`src/rtl/core_ram_arbiter.sv`:
```
// core_ram_arbiter: two-port round-robin arbiter in front of a single-port
// 256x8 synchronous RAM, with an optional zero-fill pass after reset.
//
// Handshake: a port raises X_REQ together with X_WE/X_ADDR/X_WDATA and holds
// all of them stable until X_GNT is seen high. The access is issued to the
// RAM in the X_GNT cycle itself. For a read, X_RVALID is high for exactly
// one cycle, the cycle after the grant, and RDATA carries the word then.
// REQ is ignored (left pending) while BUSY is high or RESET is asserted.
module core_ram_arbiter #(
  parameter int unsigned INIT_ZERO = 1
) (
  input  logic       RWCLK,
  input  logic       RESET,
  // port A
  input  logic       A_REQ,
  input  logic       A_WE,
  input  logic [7:0] A_ADDR,
  input  logic [7:0] A_WDATA,
  output logic       A_GNT,
  output logic       A_RVALID,
  // port B
  input  logic       B_REQ,
  input  logic       B_WE,
  input  logic [7:0] B_ADDR,
  input  logic [7:0] B_WDATA,
  output logic       B_GNT,
  output logic       B_RVALID,
  // shared read data and status
  output logic [7:0] RDATA,
  output logic       BUSY,
  // RAM side
  output logic       RAM_WEN,
  output logic       RAM_REN,
  output logic [7:0] RAM_WADDR,
  output logic [7:0] RAM_RADDR,
  output logic [7:0] RAM_WD,
  input  logic [7:0] RAM_RD,
  // debug: current FSM state (0 = INIT, 1 = RUN)
  output logic       dbg_state_o
);

  typedef enum logic [0:0] {
    ST_INIT = 1'b0,
    ST_RUN  = 1'b1
  } state_t;

  // State after reset depends on whether the zero-fill pass is enabled.
  localparam state_t RESET_STATE = (INIT_ZERO != 0) ? ST_INIT : ST_RUN;
  localparam logic [7:0] FILL_LAST = 8'hFF;

  state_t     state_q, state_d;
  logic [7:0] fill_q, fill_d;
  // ptr_q = 0 favours A on a tie, 1 favours B.
  logic       ptr_q, ptr_d;
  logic       a_rvalid_q, a_rvalid_d;
  logic       b_rvalid_q, b_rvalid_d;

  logic       run_ok;
  logic       gnt_a, gnt_b;
  logic       sel_we;
  logic [7:0] sel_addr;
  logic [7:0] sel_wdata;

  // Grants are only possible in RUN and never while reset is held.
  assign run_ok = (state_q == ST_RUN) && !RESET;

  // Arbitration: a lone requester wins at once; on a tie the pointer decides.
  always_comb begin
    gnt_a = 1'b0;
    gnt_b = 1'b0;
    if (run_ok) begin
      if (A_REQ && B_REQ) begin
        gnt_a = !ptr_q;
        gnt_b = ptr_q;
      end else begin
        gnt_a = A_REQ;
        gnt_b = B_REQ;
      end
    end
  end

  // Pick the command of whichever port holds the grant.
  always_comb begin
    sel_we    = 1'b0;
    sel_addr  = 8'h00;
    sel_wdata = 8'h00;
    if (gnt_a) begin
      sel_we    = A_WE;
      sel_addr  = A_ADDR;
      sel_wdata = A_WDATA;
    end else if (gnt_b) begin
      sel_we    = B_WE;
      sel_addr  = B_ADDR;
      sel_wdata = B_WDATA;
    end
  end

  // FSM next state, fill counter, pointer and RAM command generation.
  always_comb begin
    state_d   = state_q;
    fill_d    = fill_q;
    ptr_d     = ptr_q;
    BUSY      = 1'b0;
    RAM_WEN   = 1'b0;
    RAM_REN   = 1'b0;
    RAM_WADDR = 8'h00;
    RAM_RADDR = 8'h00;
    RAM_WD    = 8'h00;
    unique case (state_q)
      ST_INIT: begin
        // One zero write per cycle; stop after address 255, no second pass.
        BUSY      = 1'b1;
        RAM_WEN   = !RESET;
        RAM_WADDR = fill_q;
        RAM_WD    = 8'h00;
        if (fill_q == FILL_LAST) begin
          state_d = ST_RUN;
        end else begin
          fill_d = fill_q + 8'd1;
        end
      end
      ST_RUN: begin
        if (gnt_a || gnt_b) begin
          // The winner goes to the back of the line.
          ptr_d = gnt_a;
          if (sel_we) begin
            RAM_WEN   = 1'b1;
            RAM_WADDR = sel_addr;
            RAM_WD    = sel_wdata;
          end else begin
            RAM_REN   = 1'b1;
            RAM_RADDR = sel_addr;
          end
        end
      end
      default: begin
        state_d = RESET_STATE;
      end
    endcase
  end

  // Read valids follow a read grant by one cycle, matching RAM latency.
  always_comb begin
    a_rvalid_d = gnt_a && !A_WE;
    b_rvalid_d = gnt_b && !B_WE;
  end

  // State register with asynchronous reset.
  always_ff @(posedge RWCLK or posedge RESET) begin
    if (RESET) begin
      state_q    <= RESET_STATE;
      fill_q     <= 8'h00;
      ptr_q      <= 1'b0;
      a_rvalid_q <= 1'b0;
      b_rvalid_q <= 1'b0;
    end else begin
      state_q    <= state_d;
      fill_q     <= fill_d;
      ptr_q      <= ptr_d;
      a_rvalid_q <= a_rvalid_d;
      b_rvalid_q <= b_rvalid_d;
    end
  end

  assign A_GNT       = gnt_a;
  assign B_GNT       = gnt_b;
  assign A_RVALID    = a_rvalid_q;
  assign B_RVALID    = b_rvalid_q;
  assign RDATA       = RAM_RD;
  assign dbg_state_o = state_q;

endmodule

```
`config.mk`:
```
export PLATFORM = sky130hd
export DESIGN_NAME = core_ram_arbiter
export DESIGN_NICKNAME = d
export VERILOG_FILES = /design/src/rtl/core_ram_arbiter.sv
export SDC_FILE = /design/constraint.sdc
export NUM_CORES = 1
export LEC_CHECK = 0
export CORE_ASPECT_RATIO = 1.25
export CORE_MARGIN = 2
export CORE_UTILIZATION = 32
export CTS_CLUSTER_DIAMETER = 30
export DETAILED_ROUTE_END_ITERATION = 12
export GPL_TIMING_DRIVEN = 0
export PLACE_DENSITY = 0.89
export SETUP_SLACK_MARGIN = 0.2
export SYNTH_ARGS = -nofsm -noshare
export SYNTH_HDL_FRONTEND = slang
export SYNTH_SLANG_ARGS = --single-unit
```
`constraint.sdc`:
```
create_clock -name RWCLK -period 2.05 [get_ports RWCLK]
set_input_delay 0.41 -clock RWCLK [delete_from_list [all_inputs] [get_ports RWCLK]]
set_output_delay 0.41 -clock RWCLK [all_outputs]
set_load 0.01 [all_outputs]
```
==> impl_metrics.csv <==
group,metric,value,unit
run_status,outcome,"finished, violations left",
run_status,violated_checks,"negative setup slack",
synth,synth-seq-area-share,0.288,
setup_path,crit_slowest_cell,"sky130_fd_sc_hd__dfrtp_2",
setup_path,critical_path_peak_fanout,4,
place,detailedPlacementHpwl,2900,µm
run,drv_cap,0,
setup_path,timing.reg2reg.worst_path_depth,5,
floorplan,initial_core_util,0.330,
final_layout,flow.area_growth_from_synthesis,119,%
cts,tritoncts_num_sinks,12,
sta,final_min_period_over_clock_period,1.12,
route,wl,6180,µm
route,drt_pass1_iterations,4,
place,port_buffers,77,
synth,syn-num-nets,167,
setup_path,worst-r2r-setup-slack,0.38,ns
global_route,grt_max_degree,15,
place,preCtsSetupSlack,-0.968,ns
cts,cts_made_buffers,3,
sta,worst_slew_pin_slew,0.358,ns
floorplan,die_w,55.1,µm
synth,register_bit_count_reported_by_yosys,12,
power_and_ir_drop,pwr_density_cell,268,nW/µm²
setup_path,worst-endpoint-arrival,1.88,ns
cts,ctsHoldBuffers,0,
setup_path,critical_path_endpoint_category,"output pin",
power_and_ir_drop,cellLeakagePower,0.00103,µW
place,place_congestion,0.862,
route,detail_route.drc_violations,0,
final_layout,most-common-layout-cells,"sky130_fd_sc_hd__clkdlybuf4s50_1, sky130_fd_sc_hd__buf_2, sky130_fd_sc_hd__buf_4",
final_layout,post_route_cells_drive_above_1_share,0.513,
route,vias,1615,
floorplan,design.portCount,86,
setup_path,critical-path-max-stage-delay,0.43,ns
global_route,track_usage,0.290,
sta,final.min_clock_period,2.29,ns
place,number_of_placed_instances_with_taps_included,234,
floorplan,dieHeight,67.8,µm
cts,clock_tree_from_tritoncts,"yes",
hold_path,hold_path.class,"in2async",
setup_path,crit-reg2reg-launch,"dbg_state_o",
setup_path,timing.critical_path.cells,"a21bo_4, nor4_4, buf_4, buf_6, nor2_4, a2bb2oi_2, buf_2",
sta,timing.final.ws_setup,-0.236,ns
sta,grt_setup_unrepaired,"true",
synth,syn_area,1040,µm²
setup_path,cp.required,1.64,ns
synth,syn_avg_cell_area,8.70,µm²
power_and_ir_drop,peakVddDrop,0.000307,V
global_route,initial_antenna_violation_count,0,
global_route,grt-ovfl-total,0,
final_layout,finish.net_count,285,
sta,finalMaxSlewViolations,0,
cts,cts.htree.levels,1,
route,detail_route.iter0.violations,69,
floorplan,rows,23,
cts,clk_path_buf_depth,2,
route,vias_per_cell,5.92,
floorplan,fp.dieArea,3740,µm²
route,antenna_violating_nets_post_route,0,
setup_path,crit_type,"reg2out",
setup_path,worstSetupStartpointType,"flip-flop",
cts,cts.clk_slew.worst_paths,0.05,ns
sta,finalSetupViolCount,25,
final_layout,mostFrequentLayoutCell,"sky130_fd_sc_hd__clkdlybuf4s50_1",
sta,slew_headroom,0.761,
final_layout,final_cell_count_no_fill,273,
route,post_drt_wl_per_cell,22.6,µm
global_route,vias_in_the_first_global_route,1576,
floorplan,core_region_area,3170,µm²
cts,clockRootBuffer,"sky130_fd_sc_hd__clkbuf_8",
global_route,grt_first_pass_wirelength,7510,µm
final_layout,filler_cell_count,199,
cts,insertion_delay,0.25,ns
sta,max_freq,437,MHz
sta,worst_clock_skew,0.000952,ns
sta,final_hold_viol_count,0,
setup_path,critical_path.reg2reg.endpoint,"fill_q[7]",
synth,count_of_cell_types_in_the_netlist,37,
synth,synth-warning-count,0,
synth,synthesis.instances,120,
final_layout,antenna-diode-count,0,
==> logic make-up (layout without fill, tap and decap cells) <==
family	Yosys count	after routing	synth area share
flops	12	12	0.288
fa+ha+maj	1	1	0.0120
mux	3	3	0.0324
compound gates	42	42	0.297
xor+xnor	3	3	0.0252
buf+inv	23	138	0.128
simple gates	36	37	0.217
==> metal layers <==
layer  vias up  global-route usage  share of wire
li1        673                   -              -
met5         -                   0              0
met1       763               0.275           0.35
met3        39              0.0852           0.12
met2       140               0.501           0.47
met4         0               0.229          0.064
==> through the flow <==
stage	utilization	total power [µW]	area, µm²	hold slack [ns]	setup TNS (ns)
finish	0.721	613	2280	0.214	-3.51
global route	0.721	632	2280	0.235	-4.70
CTS	0.687	599	2180	0.193	-2.02
detailed placement	0.588	373	1860	0.486	-23.12
global placement	0.588	372	1860	0.481	-23.29
floorplan	-	273	1040	0.283	0
==> worst max-delay path, delay by kind of cell, from the launching register on <==
kind / cells / cell delay (ns)
AND/OR/NAND/NOR: 2 / 0.31
flip-flops: 1 / 0.43
buffers and inverters: 3 / 0.47
AO/OA/AOI/OAI: 2 / 0.43
==> sequential cells by signal, summed over array words and instances (netlist names) <==
signal	count
dbg_state_o	1
fill_q	8
ptr_q	1
B_RVALID	1
A_RVALID	1
==> cell usage after synthesis <==
| library cell | instances | area (µm²) |
|---|---|---|
| sky130_fd_sc_hd__nor3_1 | 3 | 15.0 |
| sky130_fd_sc_hd__a31oi_1 | 1 | 6.26 |
| sky130_fd_sc_hd__nand4_1 | 1 | 6.26 |
| sky130_fd_sc_hd__buf_6 | 2 | 22.5 |
| sky130_fd_sc_hd__buf_2 | 2 | 10.0 |
| sky130_fd_sc_hd__xnor2_1 | 1 | 8.76 |
| sky130_fd_sc_hd__nor3b_1 | 1 | 7.51 |
| sky130_fd_sc_hd__nor2b_1 | 2 | 12.5 |
| sky130_fd_sc_hd__o2111ai_1 | 1 | 8.76 |
| sky130_fd_sc_hd__dfrtp_1 | 12 | 300 |
| sky130_fd_sc_hd__a21o_1 | 1 | 7.51 |
| sky130_fd_sc_hd__nor2b_4 | 1 | 13.8 |
| sky130_fd_sc_hd__nand2_1 | 8 | 30.0 |
| sky130_fd_sc_hd__a21oi_1 | 4 | 20.0 |
| sky130_fd_sc_hd__mux2_2 | 3 | 33.8 |
| sky130_fd_sc_hd__o2bb2ai_1 | 1 | 8.76 |
| sky130_fd_sc_hd__inv_2 | 1 | 3.75 |
| sky130_fd_sc_hd__nor2_2 | 1 | 6.26 |
| sky130_fd_sc_hd__buf_4 | 8 | 60.1 |
| sky130_fd_sc_hd__ha_1 | 1 | 12.5 |
| sky130_fd_sc_hd__nand3b_1 | 1 | 7.51 |
| sky130_fd_sc_hd__nor2_1 | 10 | 37.5 |
| sky130_fd_sc_hd__a22oi_1 | 11 | 82.6 |
| sky130_fd_sc_hd__a2bb2oi_2 | 1 | 15.0 |
| sky130_fd_sc_hd__o32ai_1 | 1 | 8.76 |
| sky130_fd_sc_hd__a21bo_2 | 1 | 10.0 |
| sky130_fd_sc_hd__o32a_1 | 1 | 10.0 |
| sky130_fd_sc_hd__nand3b_4 | 1 | 20.0 |
| sky130_fd_sc_hd__inv_1 | 10 | 37.5 |
| sky130_fd_sc_hd__nor4_4 | 1 | 21.3 |
| sky130_fd_sc_hd__nor2b_2 | 1 | 8.76 |
| sky130_fd_sc_hd__o21ai_0 | 9 | 45.0 |
| sky130_fd_sc_hd__a22o_1 | 10 | 87.6 |
| sky130_fd_sc_hd__nor4_1 | 1 | 6.26 |
| sky130_fd_sc_hd__xor2_1 | 2 | 17.5 |
| sky130_fd_sc_hd__nor3b_4 | 1 | 18.8 |
| sky130_fd_sc_hd__nand3_1 | 3 | 15.0 |
==> where the power goes <==
part	leakage, µW	internal, µW	total, µW	switching (µW)
Combinational	0.000856	95.9	159	62.7
Sequential	0.000150	237	237	0
Clock	0.0000216	129	217	87.3
==> area by class of cell <==
type,count,area (µm²),share of cell area
well taps,37,46.3,0.0203
clock buffers,3,41.3,0.0181
repair buffers,112,971,0.425
plain buffers,12,98.8,0.0433
flip-flops and latches,12,303,0.133
multi-input cells,86,778,0.341
inverters,11,45.0,0.0197
==> how the worst max path moves through the flow <==
stage | from | endpoint | depth (start not counted)
6_report | ptr_q | RAM_WADDR[5] | 7
3_3_place_gp | RESET | RAM_WADDR[6] | 7
5_1_grt | ptr_q | RAM_WD[5] | 7
4_1_cts | ptr_q | RAM_WD[5] | 7
2_1_floorplan | dbg_state_o | RAM_WADDR[3] | 5
3_5_place_dp | RESET | RAM_RADDR[7] | 5
==> timing repair <==
item / 4_1_cts / 5_1_grt
buffers inserted: 32 / 2
gates resized for setup: 162 / 26
setup endpoints to repair: 28 / 28
pin swaps: 18 / 16
gates cloned: 2 / 0
(Power assumes the default switching activity.)
